### src/rtl/sd_reg_initiator.sv
// sd_reg_initiator: single-command req/ack bus initiator for the SD host
// register file. Accepts one read/write command at a time, runs one req/ack
// handshake and returns a one-cycle response pulse.
// Optional feature macro: SD_REG_INITIATOR_TIMEOUT_EN enables the WAIT_ACK
// timeout counter and the rsp_err timeout response; without it WAIT_ACK waits
// indefinitely and rsp_err is tied low.
module sd_reg_initiator #(
    parameter int unsigned DATA_W      = 32,
    parameter int unsigned ADDR_W      = 5,
    parameter int unsigned TIMEOUT_CYC = 16,
    parameter int unsigned TO_W        = 5
) (
    input  logic              clk,
    input  logic              reset,
    input  logic              cmd_valid,
    output logic              cmd_ready,
    input  logic              cmd_rw,
    input  logic [ADDR_W-1:0] cmd_addr,
    input  logic [DATA_W-1:0] cmd_wdata,
    output logic              rsp_valid,
    output logic [DATA_W-1:0] rsp_rdata,
    output logic              rsp_err,
    output logic              busy,
    output logic              reg_req,
    output logic              reg_rw,
    output logic [ADDR_W-1:0] reg_addr,
    output logic [DATA_W-1:0] reg_data_in,
    input  logic [DATA_W-1:0] reg_data_out,
    input  logic              reg_ack
);

    localparam logic [1:0] IDLE     = 2'd0;
    localparam logic [1:0] WAIT_ACK = 2'd1;
    localparam logic [1:0] RELEASE  = 2'd2;

    logic [1:0] state;

    // An ack only counts once it has been seen low inside WAIT_ACK, so an ack
    // already high at accept time (stale or spurious) can never complete the
    // command. With the register file's timing the low sample always lands on
    // the first WAIT_ACK edge, so normal latency is unchanged.
    logic       ack_armed;

`ifdef SD_REG_INITIATOR_TIMEOUT_EN
    localparam logic [TO_W-1:0] TO_LAST = TO_W'(TIMEOUT_CYC - 1);
    logic [TO_W-1:0] count;
    logic            err_q;
    assign rsp_err = err_q;
`else
    assign rsp_err = 1'b0;
`endif

    assign cmd_ready = (state == IDLE) && !reset;
    assign busy      = (state != IDLE);

    // Command FSM: accept, hold req until a fresh ack, respond, wait for ack release.
    always_ff @(posedge clk) begin
        if (reset) begin
            state       <= IDLE;
            ack_armed   <= 1'b0;
            reg_req     <= 1'b0;
            reg_rw      <= 1'b0;
            reg_addr    <= '0;
            reg_data_in <= '0;
            rsp_valid   <= 1'b0;
            rsp_rdata   <= '0;
`ifdef SD_REG_INITIATOR_TIMEOUT_EN
            count       <= '0;
            err_q       <= 1'b0;
`endif
        end else begin
            case (state)
                IDLE: begin
                    rsp_valid <= 1'b0;
                    if (cmd_valid) begin
                        reg_rw      <= cmd_rw;
                        reg_addr    <= cmd_addr;
                        reg_data_in <= cmd_wdata;
                        reg_req     <= 1'b1;
                        ack_armed   <= 1'b0;
`ifdef SD_REG_INITIATOR_TIMEOUT_EN
                        count       <= '0;
`endif
                        state       <= WAIT_ACK;
                    end
                end
                WAIT_ACK: begin
`ifdef SD_REG_INITIATOR_TIMEOUT_EN
                    count <= count + 1'b1;
`endif
                    if (!reg_ack) begin
                        ack_armed <= 1'b1;
                    end
                    if (reg_ack && ack_armed) begin
                        reg_req   <= 1'b0;
                        rsp_valid <= 1'b1;
                        rsp_rdata <= reg_rw ? reg_data_out : '0;
`ifdef SD_REG_INITIATOR_TIMEOUT_EN
                        err_q     <= 1'b0;
`endif
                        state     <= RELEASE;
                    end
`ifdef SD_REG_INITIATOR_TIMEOUT_EN
                    else if (count == TO_LAST) begin
                        reg_req   <= 1'b0;
                        rsp_valid <= 1'b1;
                        rsp_rdata <= '0;
                        err_q     <= 1'b1;
                        state     <= RELEASE;
                    end
`endif
                end
                RELEASE: begin
                    rsp_valid <= 1'b0;
                    if (!reg_ack) begin
                        state <= IDLE;
                    end
                end
                default: begin
                    state     <= IDLE;
                    reg_req   <= 1'b0;
                    rsp_valid <= 1'b0;
                end
            endcase
        end
    end

endmodule

### config.mk
export PLATFORM = sky130hd
export DESIGN_NAME = sd_reg_initiator
export DESIGN_NICKNAME = d
export VERILOG_FILES = /design/src/rtl/sd_reg_initiator.sv
export SDC_FILE = /design/constraint.sdc
export NUM_CORES = 1
export LEC_CHECK = 0
export ABC_AREA = 1
export CAP_MARGIN = 10
export CORE_MARGIN = 2
export CORE_UTILIZATION = 40
export CTS_BUF_LIST = sky130_fd_sc_hd__clkbuf_8
export CTS_CLUSTER_DIAMETER = 80
export CTS_CLUSTER_SIZE = 20
export DETAILED_ROUTE_END_ITERATION = 7
export HOLD_SLACK_MARGIN = 0.03
export PLACE_DENSITY = 0.79
export RECOVER_POWER = 100
export SYNTH_ARGS = -nofsm -noshare
export SYNTH_HDL_FRONTEND = slang
export SYNTH_SLANG_ARGS = --single-unit
### constraint.sdc
create_clock -name clk -period 1.35 [get_ports clk]
set_input_delay 0.2025 -clock clk [delete_from_list [all_inputs] [get_ports clk]]
set_output_delay 0.2025 -clock clk [all_outputs]
set_load 0.01 [all_outputs]
* Word-level counts from Yosys, hierarchy flattened
Cells that the tools add are included.
** Word-level totals
- Input bits :: 74
- Bits in registers :: 75
** Cells by class
- Bitwise gates (word level) :: 2
- Equality and inequality tests :: 6
- Multiplexer cells :: 11
- Reduce and logical (&&, ||, !) cells :: 12
** Operators by type and width (number)
- $mux 32 :: 1
- $reduce_and 3->1 :: 3
- $ne 2x2->1 const B :: 4
- $mux 2 :: 3
- $pmux 2 s3 :: 1
- $mux 1 :: 4
- $reduce_and 2->1 :: 2
- $reduce_bool 2->1 :: 2
- $pmux 1 s3 :: 1
- $eq 2x1->1 const B :: 1
- $eq 2x2->1 const B :: 1
- $logic_and 1x1->1 :: 2
- $logic_not 2->1 :: 1
- $not 1->1 :: 2
- $pmux 1 s2 :: 1
- $reduce_or 2->1 :: 1
- $logic_not 1->1 :: 1

* Depth between registers and ports, before layout
Gate-level depths: netlist of the first run.
- Word-level depth :: 3
- Gate-level depth with buffers :: 7
- Depth with buffers taken out :: 6

* Worst setup path after synthesis of the first run
No wires, ideal clock.
- Path type :: reg-to-reg
- Start :: reg state[1]
- End :: reg reg_addr[0]
- Setup slack :: 0.267 ns
- Buffers on the path :: 2
- Setup time :: 0.116 ns
- Data arrival time :: 0.967 ns
- Clock period less this slack :: 1.083 ns
- Cell stages (with the launch flop) :: 8
- Path through :: dfxtp_1 -> nor2_4 -> nand2_4 -> inv_2 -> buf_6 -> buf_6 -> nor2_1 -> nor2_1
** Between the ends
- Longest elaborated chain between the ends :: 2
** RTL lines
- from (decl) :: line 36 : logic [1:0] state;
- from (signal assigned) :: line 59 : state <= IDLE;
- from (signal assigned) :: line 84 : state <= WAIT_ACK;
- from (signal assigned) :: line 101 : state <= RELEASE;
- $logic_not 2->1 :: line 72 : case (state)
- $reduce_and 2->1 (no line)
- to (signal assigned) :: line 77 : reg_addr <= cmd_addr;
- to (decl) :: line 26 : output logic [ADDR_W-1:0] reg_addr,
No other way between the ends.
A chain may end at the register's enable or synchronous reset.

* Worst setup path in the final report of the first run
- Start :: reg state[1]
- End :: out cmd_ready
** Between the ends
- Longest elaborated chain between the ends :: 2
** RTL lines
- $logic_not 2->1 :: line 53 : assign cmd_ready = (state == IDLE) && !reset;
- $logic_and 1x1->1 :: line 53
- to (decl) :: line 16 : output logic cmd_ready,
No other way between the ends.

==> metrics.md, run 1 <==
| Metric | Value |
|---|---|
| WP data required | `1150 ps` |
| Slowest CP cell | `dfxtp_2` |
| Async S/R FF share, synth | `0` |
| Critical path type | `flop to primary output` |
| Total routed wirelength | `~7800 µm` |
| Most frequent cell after synthesis | `nor2_1` |
| Worst Setup SP | `state[1]` |
| Largest area contributor in the netlist | `dfxtp_1` |
| Pwr Total | `between 5 and 6 mW` |
| Clk_lat worst skew | `340 ps` |
| Avg Cell Area, Syn | `between 6 and 7 µm²` |
| Clock-pin slew on the worst setup and hold paths | `approximately 70 ps` |
| Seq/Total Area, Yosys | `0.489` |
| DR vias | `approximately 3,000` |
| Leak | `around 2.6 nW` |
| Crit. End Element | `primary output` |
| Startpoint Class | `flop` |
| CP cell instances | `nor2_4, inv_2, nor2_1, buf_2` |
| Hold_sp | `reg_data_in[10]` |
| Routed length per instance | `~11 µm` |
| Worst vdd ir | `roughly 0.78 mV` |
| Final non-filler cell total | `699` |
| Port Buffers | `147` |
| Number of global-route vias before repair | `roughly 2,900` |
| Maxcap violations | `0` |
| Routed Antenna Nets | `0` |
| CP delay by family, top | `flip-flops` |
| Final hold slack | `approximately 480 ps` |
| Number of library cell types mapped by synthesis | `18` |
| Pwr per Cell Area | `~1100 nW/µm²` |
| Setup TNS | `0 ps` |
| Die span in x | `91.6 µm` |
| Cell count after synthesis | `between 400 and 500` |
| Largest net degree at the start of global routing | `44` |
| CP Data Arrival Time | `about 1100 ps` |
| Total clock sinks | `75` |
| Via density | `between 4 and 5` |
| Total die area | `8400 µm²` |
| ANT cells | `0` |
| Placement row count | `31` |
| Buffer count from post-CTS setup fixing | `0` |
| Post-synthesis cell area | `3070 µm²` |
| CTS buffer count | `9` |
| Crit path time final | `approximately 1300 ps` |
| Crit share post-route | `0.928` |
| DRC Markers | `0` |
| Placed cell count | `683` |
| DRT Pass-1 Iters | `4` |
| Crit path largest cell delay | `between 300 and 400 ps` |
| # setup viols final | `0` |
| Top cells by area, synth | `dfxtp_1 49%, nor2_1 16%, nand2_1 12%` |
| Gr usage total | `0.189` |
| Ports | `149` |
| Core area | `between 7000 and 8000 µm²` |
| Max-slew violations | `0` |
| First-pass GRT wire length | `12,800 µm` |
| Synthesized flop and latch total | `75` |
| Initial DRC count | `94` |
| CP max FO | `2` |
| Overflow after GRT | `0` |
| Initial antenna violation count | `0` |
| Worst Hold Class | `flop to flop` |
| Post-layout util | `0.660` |
| Initial core utilization | `0.419` |
| CTS max path bufs | `2` |
| Share of cells above drive strength 1 | `0.0817` |
| Fin nets | `around 670` |
| RSZ-0062 raised after global routing | `no` |
| Detail Placement HPWL | `5740 µm` |
| Number of synthesis warnings | `0` |
| Post-synthesis net count | `520` |
| Post-synth top flop | `dfxtp_1` |
| Synth top area share | `0.489` |
| Area Growth Syn to Fin | `57.6%` |
| H-Tree Depth | `3` |
| Number of synthesized flops with an enable pin | `0` |
| Run status | `finished clean` |
| Reg2reg start | `state[1]` |
| Setup Skew | `~7.2 ps` |
| Commonest cells post-synth | `134 x nor2_1, 102 x nand2_1, 75 x dfxtp_1` |
| Final Hold Vio Count | `0` |
| TritonCTS clock tree | `yes` |
| Die Ht | `around 92 µm` |
| Buffers and inverters on the worst path | `2` |
| Fmax | `0.799 GHz` |
| Root buffer cell | `clkbuf_8` |
| Gp weighted congestion | `0.729` |
## power by group
group,switching [mW],leakage (nW),internal [mW],total (mW)
combinational,0.412,1.84,0.456,0.868
clock,0.799,0.133,1.38,2.18
sequential,0.0602,0.615,2.33,2.39
total,1.27,2.59,4.17,5.44
## cell usage in the layout, fill, tap and decap left out, drive strengths merged
cell	instances
dlygate4sd2	72
conb	1
nand2	104
bufinv	3
nor2	147
buf	13
o21ai	39
inv	49
clkbuf	18
nand3	2
clkdlybuf4s50	73
a21oi	3
clkinv	1
dfxtp	75
## cells by family (layout without fill, tap and decap cells)
logic type | Yosys count | count (layout) | share of synthesized area
AND/OR/NAND/NOR | 253 | 253 | 0.329
AO/OA/AOI/OAI | 42 | 42 | 0.0684
flip-flops | 75 | 75 | 0.489
buffers and inverters | 75 | 229 | 0.113
other | 1 | 1 | 0.00122
## metrics by stage
| stage | setup slack (ps) | area, µm² |
|---|---|---|
| 5_1_grt | 17.6 | 4840 |
| 2_1_floorplan | 267 | 3070 |
| 4_1_cts | 25.1 | 4860 |
| 6_report | 97.7 | 4840 |
| 3_5_place_dp | -164 | 4690 |
| 3_3_place_gp | -130 | 4690 |
## final timing paths
| kind | endpoint | slack (ps) | cells past startpoint |
|---|---|---|---|
| min reg2reg | reg_data_in[10] | 480 | 2 |
| max | cmd_ready | 100 | 4 |
| min | reg_data_in[10] | 480 | 2 |
| max reg2reg | reg_data_in[27] | 120 | 6 |
## timing repair
item                                    4_1_cts  5_1_grt
resized for setup                            80        3
hold buffers                                  0        0
endpoints found under the setup margin       74        7
## registers in the layout, summed over array words and instances (netlist names)
signal and flops:
reg_addr 5, state 2, reg_data_in 32, rsp_valid 1, reg_req 1, rsp_rdata 32, ack_armed 1, reg_rw 1
## final cells by class
type,instances,area (µm²)
multi-input combinational,296,1220
inverter,49,184
sequential,75,1500
fill,666,2490
tap,99,124
clock buffer,12,165
timing repair buffer,164,1550
clock inverter,4,95.1
## tightest hold or removal path, delay by kind of cell (launching register included)
kind             cells  cell delay (ps)
AND/OR/NAND/NOR      2              120
flip-flops           1              320
## layer usage
metal | global-route usage | vias up | wire, µm
met5 | 0 | - | 0
met1 | 0.220 | 1310 | 3280
met2 | 0.307 | 119 | 3510
met4 | 0.0682 | 0 | 120
li1 | - | 1613 | -
met3 | 0.0855 | 13 | 907
Note: power is estimated with default switching activity, not from simulation.
==> run 2: changes to the inputs <==
- CELL_PAD_IN_SITES_DETAIL_PLACEMENT: not set -> 0
- CELL_PAD_IN_SITES_GLOBAL_PLACEMENT: not set -> 1
- CORE_UTILIZATION: 40 -> 28
- HOLD_SLACK_MARGIN: 0.03 -> 0.02
- PLACE_DENSITY: 0.79 -> not set
- PLACE_DENSITY_LB_ADDON: not set -> 0.1
==> metrics.md, run 2 (synthesis results as in run 1) <==
| Metric | Value |
|---|---|
| Combinational power share | `0.168 (+0.008)` |
| Post-place setup slack | `-122 ps (+42.4 ps)` |
| Setup Skew | `10.2 ps (+3.04 ps)` |
| DRC Markers | `0 (unchanged)` |
| # setup viols final | `0 (unchanged)` |
| CP Data Arrival Time | `1060 ps (about the same)` |
| Die span in x | `109 µm (+19%)` |
| Placed cell count | `726 (+6.3%)` |
| Placement row count | `38 (+23%)` |
| Run status | `finished clean` |
| Area occupied by multi-input gates | `1200 µm² (-2.1%)` |
| Root buffer cell | `clkbuf_8` |
| Seq pwr share | `0.457 (+0.017)` |
| DRT Pass-1 Iters | `4 (unchanged)` |
| Fillers | `1,157 (+74%)` |
| Slack of the critical path | `83.7 ps (-14.1 ps)` |
| Total die area | `11,800 µm² (+41%)` |
| Clk_lat worst skew | `340 ps (about the same)` |
| Total internal power | `3.90 mW (-6.5%)` |
| RSZ-0062 raised after global routing | `no` |
| Final Hold Vio Count | `0 (unchanged)` |
| Clock-pin slew on the worst setup and hold paths | `80 ps (about the same)` |
| Pwr per Cell Area | `1070 nW/µm² (-4.9%)` |
| Largest net degree at the start of global routing | `37 (-16%)` |
| Worst vdd ir | `0.470 mV (-39%)` |
| Maxcap violations | `0 (unchanged)` |
| ANT cells | `0 (unchanged)` |
| Die Ht | `109 µm (+19%)` |
| CP max FO | `2 (unchanged)` |
| Core area | `10,800 µm² (+47%)` |
| Clock share of power | `0.375 (-0.025)` |
| Critical path type | `flop to primary output` |
| CTS max path bufs | `2 (unchanged)` |
| Crit path time final | `1270 ps (+14.1 ps)` |
| Initial antenna violation count | `0 (unchanged)` |
| Area Growth Syn to Fin | `59.4%` |
| Share of cells above drive strength 1 | `0.0748 (-0.00692)` |
| Crit share post-route | `0.938 (+0.0104)` |
| Most frequent cells in the layout | `142 x nor2_1, 103 x nand2_1, 73 x dfxtp_1, 73 x clkdlybuf4s50_1, 72 x dlygate4sd2_1` |
| Routed Antenna Nets | `0 (unchanged)` |
| Initial DRC count | `111 (+18%)` |
| TritonCTS clock tree | `yes` |
| Final non-filler cell total | `742 (+6.2%)` |
| Placed Area | `4810 µm² (+2.5%)` |
| Gp weighted congestion | `0.683 (-6.4%)` |
| Crit. End Element | `primary output` |
| Total clock sinks | `75 (unchanged)` |
| Leak | `2.60 nW (+0.34%)` |
| Initial core utilization | `0.285 (-0.134)` |
| Total routed wirelength | `8260 µm (+5.7%)` |
| Via density | `4.07 (-6.9%)` |
| Worst Hold Class | `input pin to flop` |
| Detail Placement HPWL | `5810 µm (+1.1%)` |
| First-pass GRT wire length | `13,000 µm (+1.7%)` |
| Overflow after GRT | `0 (unchanged)` |
| Ports | `149 (unchanged)` |
| Port Buffers | `147 (unchanged)` |
| CTS buffer count | `9 (unchanged)` |
| Storage cell area | `1500 µm² (unchanged)` |
| Switching power | `1.33 mW (+4.9%)` |
| Max-slew violations | `0 (unchanged)` |
| Fin nets | `671 (+0.30%)` |
| DR vias | `3,019 (-1.2%)` |
| H-Tree Depth | `3 (unchanged)` |
| Fmax | `0.790 GHz (-1.1%)` |
| Post-Layout Inst Area | `4900 µm² (+1.1%)` |
| Routed length per instance | `11.1 µm (-0.42%)` |
| WP data required | `1150 ps (about the same)` |
| Number of global-route vias before repair | `2,838 (-2.2%)` |
| Largest registers | `reg_data_in: 32 flops, rsp_rdata: 32 flops, reg_addr: 5 flops` |
| Most common cell after layout, fill and taps aside | `nor2_1` |
| Gr usage total | `0.140 (-0.0489)` |
| Setup TNS | `0 ps (unchanged)` |
| Startpoint Class | `flop` |
| Sw Share | `0.255 (+0.0211)` |
==> run 2: cell count changes in the layout (fill, tap and decap cells not counted), sizes merged <==
cell	previous run	this run
clkinv	1	2
buf	13	18
clkinvlp	0	2
clkbuf	18	13
bufinv	3	2
==> run 2: critical path, cell delays in order, from the launching register on <==
cell	delay, ps
dfxtp_2	340
nor2_4	110
inv_1	70
nor2_1	80
buf_2	130
==> run 2: power groups by stage <==
stage | sequential [mW] | clock (mW) | combinational, mW
finish | 2.39 | 1.96 | 0.879
CTS | 2.40 | 2.03 | 0.911
global placement | 2.45 | 0 | 0.989
detailed placement | 2.45 | 0 | 0.989
floorplan | 2.50 | 0 | 0.350
global route | 2.41 | 2.15 | 0.977
==> run 2: metal layers <==
| metal | share of wire | GRT usage |
|---|---|---|
| met4 | 0.012 | 0.0522 |
| met1 | 0.46 | 0.168 |
| met5 | 0 | 0 |
| met2 | 0.44 | 0.225 |
| met3 | 0.091 | 0.0586 |
==> run 2: final cells by class <==
type | count | area share
clock inverters | 6 | 0.0181
inverters | 49 | 0.0376
flip-flops and latches | 75 | 0.307
repair buffers | 166 | 0.329
multi-input cells | 296 | 0.244
well taps | 140 | 0.0358
clock buffers | 10 | 0.0281
==> run 2: path summary, 6_finish.rpt <==
| check | startpoint | end | slack (ps) | cells after the start |
|---|---|---|---|---|
| max | state[1] | cmd_ready | 80 | 4 |
| min | cmd_wdata[7] | reg_data_in[7] | 470 | 3 |
| max reg2reg | state[1] | rsp_rdata[31] | 130 | 8 |
| min reg2reg | rsp_valid | rsp_valid | 480 | 2 |
==> run 2: timing repair <==
| item | 4_1_cts | 5_1_grt |
|---|---|---|
| hold buffers | 0 | 0 |
| setup buffers | 0 | 0 |
| endpoints found under the setup margin | 74 | 1 |
| gates resized for setup | 80 | 1 |
==> run 2: per-stage QoR <==
stage,util,hold slack [ps],power [mW]
2_1_floorplan,-,272,2.85
3_3_place_gp,0.446,453,3.43
3_5_place_dp,0.446,471,3.44
4_1_cts,0.458,452,5.34
5_1_grt,0.454,458,5.53
6_report,0.454,474,5.23
